**config.mk**
```make
export PLATFORM = sky130hd
export DESIGN_NAME = xbar_cfg_loader
export DESIGN_NICKNAME = d
export VERILOG_FILES = /design/src/rtl/xbar_cfg_loader.sv
export SDC_FILE = /design/constraint.sdc
export NUM_CORES = 1
export LEC_CHECK = 0
export BUFFER_PORTS_ARGS = -buffer_cell sky130_fd_sc_hd__buf_2
export CORE_ASPECT_RATIO = 1.1
export CORE_MARGIN = 5
export CORE_UTILIZATION = 52
export CTS_CLUSTER_SIZE = 40
export DETAILED_ROUTE_END_ITERATION = 16
export GPL_ROUTABILITY_DRIVEN = 1
export PLACE_DENSITY = 0.76
export SYNTH_ARGS = -nofsm -noshare
export SYNTH_HDL_FRONTEND = slang
export SYNTH_SLANG_ARGS = --single-unit
```
**constraint.sdc**
```tcl
create_clock -name clk -period 1.8 [get_ports clk]
set_input_delay 0.27 -clock clk [delete_from_list [all_inputs] [get_ports clk]]
set_output_delay 0.27 -clock clk [all_outputs]
set_load 0.02 [all_outputs]
```
**src/rtl/xbar_cfg_loader.sv**
```systemverilog
// Crossbar configuration loader: streams NUM_OUT select words into a shadow
// register and commits them atomically to the active crossbar config.
module xbar_cfg_loader #(
    parameter int NUM_IN  = 34,
    parameter int NUM_OUT = 45,
    parameter int SEL_W   = 6
) (
    input  logic                     clk,
    input  logic                     reset,
    input  logic                     io_start,
    input  logic                     io_abort,
    input  logic                     io_cfg_valid,
    output logic                     io_cfg_ready,
    input  logic [SEL_W-1:0]         io_cfg_data,
    output logic                     io_busy,
    output logic                     io_done,
    output logic                     io_err,
    output logic [NUM_OUT*SEL_W-1:0] io_mux_configs
);

    localparam int CNT_W = $clog2(NUM_OUT + 1);
    localparam logic [SEL_W:0] IN_LIMIT = (SEL_W + 1)'(NUM_IN);
    localparam logic [CNT_W-1:0] LAST_IDX = CNT_W'(NUM_OUT - 1);

    typedef enum logic [1:0] {
        IDLE,
        LOAD,
        COMMIT
    } state_t;

    state_t state;
    state_t next_state;

    logic [CNT_W-1:0]         count;
    logic [NUM_OUT*SEL_W-1:0] shadow;
    logic                     accept;
    logic                     data_bad;

    // Abort wins over a word presented in the same cycle.
    assign accept   = io_cfg_ready && io_cfg_valid && !io_abort;
    assign data_bad = {1'b0, io_cfg_data} >= IN_LIMIT;

    always_ff @(posedge clk) begin
        if (reset) begin
            state <= IDLE;
        end else begin
            state <= next_state;
        end
    end

    always_comb begin
        next_state = state;
        case (state)
            IDLE: begin
                if (io_start) begin
                    next_state = LOAD;
                end
            end
            LOAD: begin
                if (io_abort) begin
                    next_state = IDLE;
                end else if (io_cfg_valid && count == LAST_IDX) begin
                    next_state = COMMIT;
                end
            end
            COMMIT: begin
                next_state = IDLE;
            end
            default: begin
                next_state = IDLE;
            end
        endcase
    end

    always_comb begin
        io_cfg_ready = (state == LOAD);
        io_busy      = (state != IDLE);
    end

    // The active config only moves at the end of a clean COMMIT, so the
    // crossbar never observes a half-written shadow.
    always_ff @(posedge clk) begin
        if (reset) begin
            count          <= '0;
            shadow         <= '0;
            io_err         <= 1'b0;
            io_done        <= 1'b0;
            io_mux_configs <= '0;
        end else begin
            io_done <= (state == COMMIT);
            if (state == IDLE && io_start) begin
                count  <= '0;
                io_err <= 1'b0;
            end
            if (accept) begin
                for (int k = 0; k < NUM_OUT; k++) begin
                    if (count == CNT_W'(k)) begin
                        shadow[k*SEL_W +: SEL_W] <= io_cfg_data;
                    end
                end
                count <= count + 1'b1;
                if (data_bad) begin
                    io_err <= 1'b1;
                end
            end
            if (state == COMMIT && !io_err) begin
                io_mux_configs <= shadow;
            end
        end
    end

endmodule

```
After elaboration in Yosys (flattened, before gate mapping):

Cells that the tools add are included.

* output and inout port bits: 274
* word-level logic and storage cells: 166
* bits of input ports: 11
* register bits: 550

* eq/ne operators: 48
* $lt $le $gt $ge: 1
* add/sub/neg operators: 1
* reductions and logical operators: 57
* mux-type cells: 9

Operators with widths (number)
* equality test 6 x 5 -> 1 bit (second input constant): 16
* AND reduction 2 bit: 46
* equality test 6 bit (second input constant): 13
* equality test 6 x 4 -> 1 bit (second input constant): 8
* equality test 6 x 3 -> 1 bit (second input constant): 4
* equality test 6 x 2 -> 1 bit (second input constant): 2
* two-way mux 6 bit: 2
* adder 6 x 1 -> 6 bit (second input constant): 1
* equality test 6 x 1 -> 1 bit (second input constant): 1
* >= comparator 6 bit (second input constant): 1
* logical NOT 6 bit: 1
* two-way mux 2 bit: 3
* logical AND 1 bit: 5
* case mux 2 bit (2 select lines): 1
* nonzero test 2 bit: 2
* two-way mux 1 bit: 3
* inequality test 3 x 2 -> 1 bit (second input constant): 1
* equality test 2 x 1 -> 1 bit (second input constant): 1
* equality test 2 bit (second input constant): 1
* logical NOT 1 bit: 2
* logical NOT 2 bit: 1
* inequality test 2 bit (second input constant): 1

Depth between registers and ports, before layout:

Gate-level depths: netlist (run 1).

* word-level depth: 5
* gate-level depth with buffers: 7
* gate-level depth less buffers: 5

Worst setup path after synthesis (run 1):

OpenSTA, ideal clock, no wires.

* path kind: register to register
* from: register count[0]
* to: register shadow[132]
* path slack: 96 ps
* period minus slack after synthesis: 1704 ps
* buffers on the path: 1
* library setup time: 132 ps
* arrival: 1572 ps
* data required time: 1668 ps
* cell stages (with the launch flop): 7
* path through: dfxtp_1 inv_1 ha_1 and3b_1 buf_1 nand3_4 mux2i_1

* cells in the longest elaborated chain, start to end: 2

Ends and longest elaborated chain
* from (decl): RTL line 34 `logic [CNT_W-1:0] count;`
* from (signal assigned): RTL line 101 `count <= count + 1'b1;`
* equality test 6 x 5 -> 1 bit: RTL line 97 `if (count == CNT_W'(k)) begin`
* AND reduction 2 bit (no source line)
* to (signal, indexed assignment): RTL line 98 `shadow[k*SEL_W +: SEL_W] <= io_cfg_data;`
* to (decl): RTL line 35 `logic [NUM_OUT*SEL_W-1:0] shadow;`

No other way between the ends.
A chain may end at the register's enable or synchronous reset.

Worst setup path in the final report (run 1):

* from: register state[1]
* to: register io_mux_configs[47]

* cells in the longest elaborated chain, start to end: 2

Ends and longest elaborated chain
* from (decl): RTL line 31 `state_t state;`
* from (signal assigned): RTL line 47 `state <= next_state;`
* equality test 2 bit: RTL line 106 `if (state == COMMIT && !io_err) begin`
* logical AND 1 bit: RTL line 106
* to (signal assigned): RTL line 107 `io_mux_configs <= shadow;`
* to (decl): RTL line 18 `output logic [NUM_OUT*SEL_W-1:0] io_mux_configs`

No other way between the ends.

==> impl_metrics.json, run 1 <==
{
  "status": "completed",
  "pre_cts_slack_ns": 0.0573,
  "worst_path_max_delay_cell": "or3b_4",
  "hpwl_um": 33100,
  "syn_area_um2": 20800,
  "die_y_um": 220,
  "synth_top_family_by_area": "simple AND/OR/NAND/NOR gates",
  "core_area_um2": 39900,
  "synth.largest_area_cell": "dfxtp_1",
  "crit_chain": "or3b_4 > buf_16 > nand2_1 > a21oi_1",
  "tightest_slew_ns": 0.759,
  "fmax_mhz": 573,
  "cts_tree": "done",
  "portBuffers": 284,
  "grt_usage_pct": 22.8,
  "r2r-start": "state[1]",
  "r2r_slack_ns": 0.05,
  "synthesis.area_per_instance_um2": 9.54,
  "cts_setup_buffers": 0,
  "final_cells": 2961,
  "synth-compound-area-share_pct": 6.75,
  "clk_latency_ns": 0.60,
  "start_util_pct": 52.3,
  "synth_fa_ha_area_share_pct": 0.240,
  "final_layout_size_suffix_gt1_share_pct": 20.1,
  "nets": 2421,
  "finalWorstSetupSlack_ns": 0.0536,
  "synth-simple-area-share_pct": 23.2,
  "hp-class": "in -> reg",
  "path_buf_inv": 1,
  "crit_path_max_incr_delay_ns": 0.45,
  "critPathLaunch": "state[1]",
  "grt_pass1_wl_um": 83200,
  "die_w_um": 201,
  "period_minus_slack_ns": 1.75,
  "drv_slew": 0,
  "setup_viol": 0,
  "clkSinkCount": 550,
  "syn-num-nets": 2200,
  "drc": 0,
  "via_per_inst": 5.26,
  "reg2reg_depth": 4,
  "synth.most_common_cell": "dfxtp_1",
  "synthCells": 2185,
  "synth_commonest_cells": "dfxtp_1, nand2_1, nand2b_1, a21oi_1, mux2i_1",
  "multi_input_area_um2": 9070,
  "path_delay_family": "simple AND/OR/NAND/NOR gates",
  "start_kind": "flop",
  "tns_ns": 0,
  "synth_top_area_share_pct": 52.8,
  "maxCapViolCount": 0,
  "fillers": 3281,
  "required_ns": 2.28,
  "ys_warn_count": 0,
  "synth-seq-cells": 550,
  "htreeDepth": 2,
  "ys.flop_type": "dfxtp_1",
  "synth_cell_types": 42,
  "numCtsBuffers": 53,
  "grt-ovfl-total": 0,
  "grt_pass1_vias": 15600,
  "clkTransAtPathRegs_ns": 0.06,
  "wl_um": 52000,
  "cellPowerDensity_nw_per_um2": 975,
  "cts_root_buffer": "clkbuf_16",
  "ir_worst_vdd_mv": 0.819,
  "area_growth_syn_to_layout_pct": 18.2,
  "drt_iter0_drc": 973,
  "io_pins": 285,
  "hold_violations": 0,
  "synth_area_leaders": "dfxtp_1, mux2i_1, nand2_1, nand2b_1, a21oi_1",
  "synthMuxAreaShare_pct": 13.1,
  "r2r_end": "io_mux_configs[47]",
  "placed_cells": 2863,
  "grt_max_degree": 158,
  "antenna_found_initial": 2,
  "cts_buffer_depth": 3,
  "worstPathArrival_ns": 2.22,
  "crit_fanout": 157,
  "p_leak_nw": 11.1,
  "regArea_um2": 11000,
  "synth_edf_count": 0,
  "vias": 15600,
  "wire_per_inst_um": 17.6,
  "place_congestion": 0.777,
  "synth_xor_area_share_pct": 0,
  "ys_seq_area_share_pct": 52.8,
  "cp.depth": 4,
  "async_flop_share_pct": 0,
  "slew_headroom_pct": 49.4,
  "crit_type": "reg -> reg",
  "drtAntennaViolNets": 0,
  "num_rows": 77,
  "die_area_um2": 44200,
  "endpoint_kind": "flop",
  "finClkSkew_ns": 0.0198,
  "final.period_utilization_pct": 97.0,
  "dr.pass1.iters": 5,
  "critPathCapture": "io_mux_configs[47]"
}
==> per-layer routing <==
metal,GRT usage (%),share of wire [%],up-vias
met4,7.25,2.4,4
met1,30.4,45,7490
met2,38.0,47,406
met5,0,0.040,-
met3,4.24,5.6,86
li1,-,-,7590
==> cell families after synthesis <==
logic type	count (synthesis)
AOI/OAI and AO/OA	277
adders and majority gates	4
buffers and inverters	177
DFF	550
muxes	273
and+or+nand+nor	904
==> state kept, by name, indices dropped and copies added (netlist names) <==
| register | cells |
|---|---|
| io_err | 1 |
| io_mux_configs | 270 |
| count | 6 |
| io_done | 1 |
| state | 2 |
| shadow | 270 |
==> area by class of cell <==
type                            instances  area share (%)
Clock inverter                         17           0.929
Timing Repair Buffer                  340            8.55
Tap cell                              513            2.60
Clock buffer                           79            6.35
Antenna cell                            1          0.0102
Inverter                                3          0.0457
Multi-Input combinational cell       1458            36.8
Sequential cell                       550            44.7
==> worst min path at each step <==
stage,endpoint,start,slack (ns),cells past startpoint
after detailed placement,io_mux_configs[248],io_mux_configs[248],0.44,2
after CTS,io_mux_configs[178],reset,0.01,2
after global routing,state[0],io_start,0.05,3
after floorplan,io_mux_configs[0],shadow[0],0.43,2
after global placement,io_mux_configs[257],shadow[257],0.44,2
final,io_mux_configs[178],reset,0.06,2
==> where the power goes <==
group / internal, mW / switching [mW] / leakage [nW]
Clock: 6.60 / 4.66 / 0.881
Combinational: 0.209 / 0.384 / 5.75
Sequential: 12.2 / 0.00751 / 4.43
Total: 19.0 / 5.05 / 11.1
==> worst reg2reg max path, delay by kind of cell (launching register included) <==
kind / cells / cell delay [ns]
and+or+nand+nor: 2 / 0.89
DFF: 1 / 0.40
AOI/OAI and AO/OA: 1 / 0.08
buffers and inverters: 1 / 0.25
==> cells in the final DEF, fill, tap and decap left out, drive strengths merged, types with 4 or more instances in the layout <==
master	synthesis	layout
a21oi	273	273
and3b	4	4
buf	68	337
bufinv	0	4
clkbuf	106	81
clkinv	0	11
dfxtp	550	550
ha	4	4
inv	3	4
mux2i	270	270
nand2	543	543
nand2b	276	276
nand3	30	30
nand4	17	17
nor2	7	7
nor2b	4	4
nor3b	9	9
==> metrics by stage <==
step	total power, mW	cell area [µm²]	util, %	hold slack (ns)
after floorplan	12.8	20800	-	0.432
after global placement	13.0	22800	57.2	0.437
after detailed placement	13.0	22800	57.2	0.443
after CTS	24.3	24600	61.7	0.0125
after global routing	24.8	24600	61.8	0.0515
final	24.0	24600	61.8	0.0649
==> repair_timing <==
action | in CTS | in global routing
hold endpoints to repair | 1 | 0
gates resized for setup | 1 | 9
setup endpoints to repair | 1 | 111
hold buffers | 1 | 0
Power figures use the tool's default switching activity.
==> run 2: changes to the inputs <==
CORE_MARGIN = 10   (was 5)
CORE_UTILIZATION = 31   (was 52)
PLACE_DENSITY = unset   (was 0.76)
RECOVER_POWER = 25   (was unset)
==> run 2 against run 1 <==
Compared with the run above: non-clock buffer count is 19 higher; sequential power about the same; worst hold slack about the same; global-route usage fell by 8.0 points; register-to-register slack improved by 0.06 ns; clock-buffer cell count up 7; critical path type is now reg -> out; critical endpoint is now io_busy; largest power group unchanged.
==> impl_metrics.json, run 2 (synthesized netlist as in run 1, its figures left out) <==
{
  "hold_violations": 0,
  "sequentialPowerShare_pct": 49.4,
  "ir_worst_vdd_mv": 0.664,
  "dr_wl_met2_um": 29100,
  "nets": 2446,
  "drt_iter0_drc": 758,
  "worstPathArrival_ns": 1.46,
  "grt_pass1_vias": 15800,
  "crit_fanout": 5,
  "fmax_mhz": 577,
  "fillers": 6666,
  "wire_per_inst_um": 17.9,
  "drc": 0,
  "cts_buffer_depth": 3,
  "grt_pass1_wl_um": 92200,
  "setup_viol": 0,
  "path_delay_family": "flip-flops",
  "final.period_utilization_pct": 96.3,
  "wl_um": 59700,
  "power.net_switching_mw": 5.42,
  "maxCapViolCount": 0,
  "path_common_cell": "buf_6",
  "die_y_um": 292,
  "portBuffers": 284,
  "maxUsedRoutingLayer": "met5",
  "die_area_um2": 78000,
  "grt_usage_pct": 14.9,
  "multi_input_area_um2": 9100,
  "final_layout_size_suffix_gt1_share_pct": 12.7,
  "num_rows": 99,
  "io_pins": 285,
  "whs_ns": 0.0647,
  "clkSinkCount": 550,
  "p_int_mw": 19.2,
  "tightest_slew_ns": 0.408,
  "crit_chain": "buf_6 > or2_4 > buf_6",
  "wl_met3_um": 2950,
  "antenna_found_initial": 3,
  "worst_path_max_delay_cell": "dfxtp_2",
  "hp-class": "in -> reg",
  "numCtsBuffers": 59,
  "slew_headroom_pct": 72.8,
  "hpwl_um": 39300,
  "place_congestion": 0.753,
  "grt_max_degree": 111,
  "drv_slew": 0,
  "status": "completed",
  "grt-ovfl-total": 0,
  "largestRegisters": "io_mux_configs x270, shadow x270, count x6",
  "clkTransAtPathRegs_ns": 0.06,
  "required_ns": 1.53,
  "crit_path_max_incr_delay_ns": 0.33,
  "tns_ns": 0,
  "final_cell_mix": "dfxtp_1, nand2_1, a21oi_1",
  "wl_met1_um": 26600,
  "drtAntennaViolNets": 0,
  "regArea_um2": 11000,
  "period_minus_slack_ns": 1.73,
  "htreeDepth": 2,
  "endpoint_kind": "primary output",
  "cellPowerDensity_nw_per_um2": 978,
  "cts_root_buffer": "clkbuf_16",
  "core_area_um2": 66500,
  "pwr-share-comb_pct": 2.6,
  "clockPowerShare_pct": 47.9,
  "layout_commonest_cell": "dfxtp_1",
  "via_per_inst": 4.65,
  "start_kind": "flop",
  "die_w_um": 267,
  "dr.pass1.iters": 4,
  "vias": 15500,
  "crit_type": "reg -> out",
  "p_sw_share_pct": 22.0,
  "start_util_pct": 31.3,
  "clk_latency_ns": 0.62,
  "p_leak_nw": 10.4,
  "area_growth_syn_to_layout_pct": 21.0,
  "cts_tree": "done",
  "path_buf_inv": 2,
  "finClkSkew_ns": 0.0211,
  "rsz0062_at_grt": "no"
}
==> run 2: final cells by class <==
type                       count  share of cell area, %
inverter                       3                 0.0446
multi-input combinational   1458                   36.1
clock inverter                15                  0.699
sequential                   550                   43.7
timing repair buffer         359                   8.47
tap                          858                   4.26
clock buffer                  86                   6.77
antenna                        1                0.00992
==> run 2: power groups by stage <==
stage                     logic (mW)  clock network [mW]  registers, mW
final                          0.652                11.8           12.2
after CTS                      0.660                12.2           12.2
after global routing           0.695                12.7           12.2
after detailed placement       0.652                   0           12.5
after floorplan                0.386                   0           12.5
after global placement         0.643                   0           12.5
==> run 2: layer usage <==
metal | vias to the layer above | global-route usage, %
met5 | - | 0
met2 | 311 | 25.6
met3 | 77 | 3.04
met4 | 2 | 3.67
met1 | 7452 | 18.6
li1 | 7635 | -
==> run 2: worst paths after layout <==
check	startpoint	cells past startpoint	to	slack, ns
worst max register to register	state[1]	5	io_mux_configs[21]	0.11
worst min-delay path	reset	2	io_mux_configs[125]	0.06
worst max-delay path	state[1]	3	io_busy	0.07
worst min register to register	shadow[217]	2	io_mux_configs[217]	0.45
==> run 2: repair_timing <==
item | CTS | global route
hold buffers | 2 | 0
pin swaps | 1 | 0
endpoints found under the setup margin | 2 | 12
resized for setup | 8 | 5
hold endpoints to repair | 2 | 0
buffers inserted | 1 | 0
==> run 2: metrics by stage <==
stage                     cell area (µm²)  cells  utilization [%]  power (mW)  setup WS [ns]
after floorplan                     20800   2185                -        12.8         0.0959
after global placement              23500   3225             35.4        13.1         0.0944
after detailed placement            23500   3225             35.4        13.1         0.0340
after CTS                           25500   3329             38.3        25.1        0.00654
after global routing                25200   3330             37.9        25.5        0.00122
final                               25200   3330             37.9        24.7         0.0658
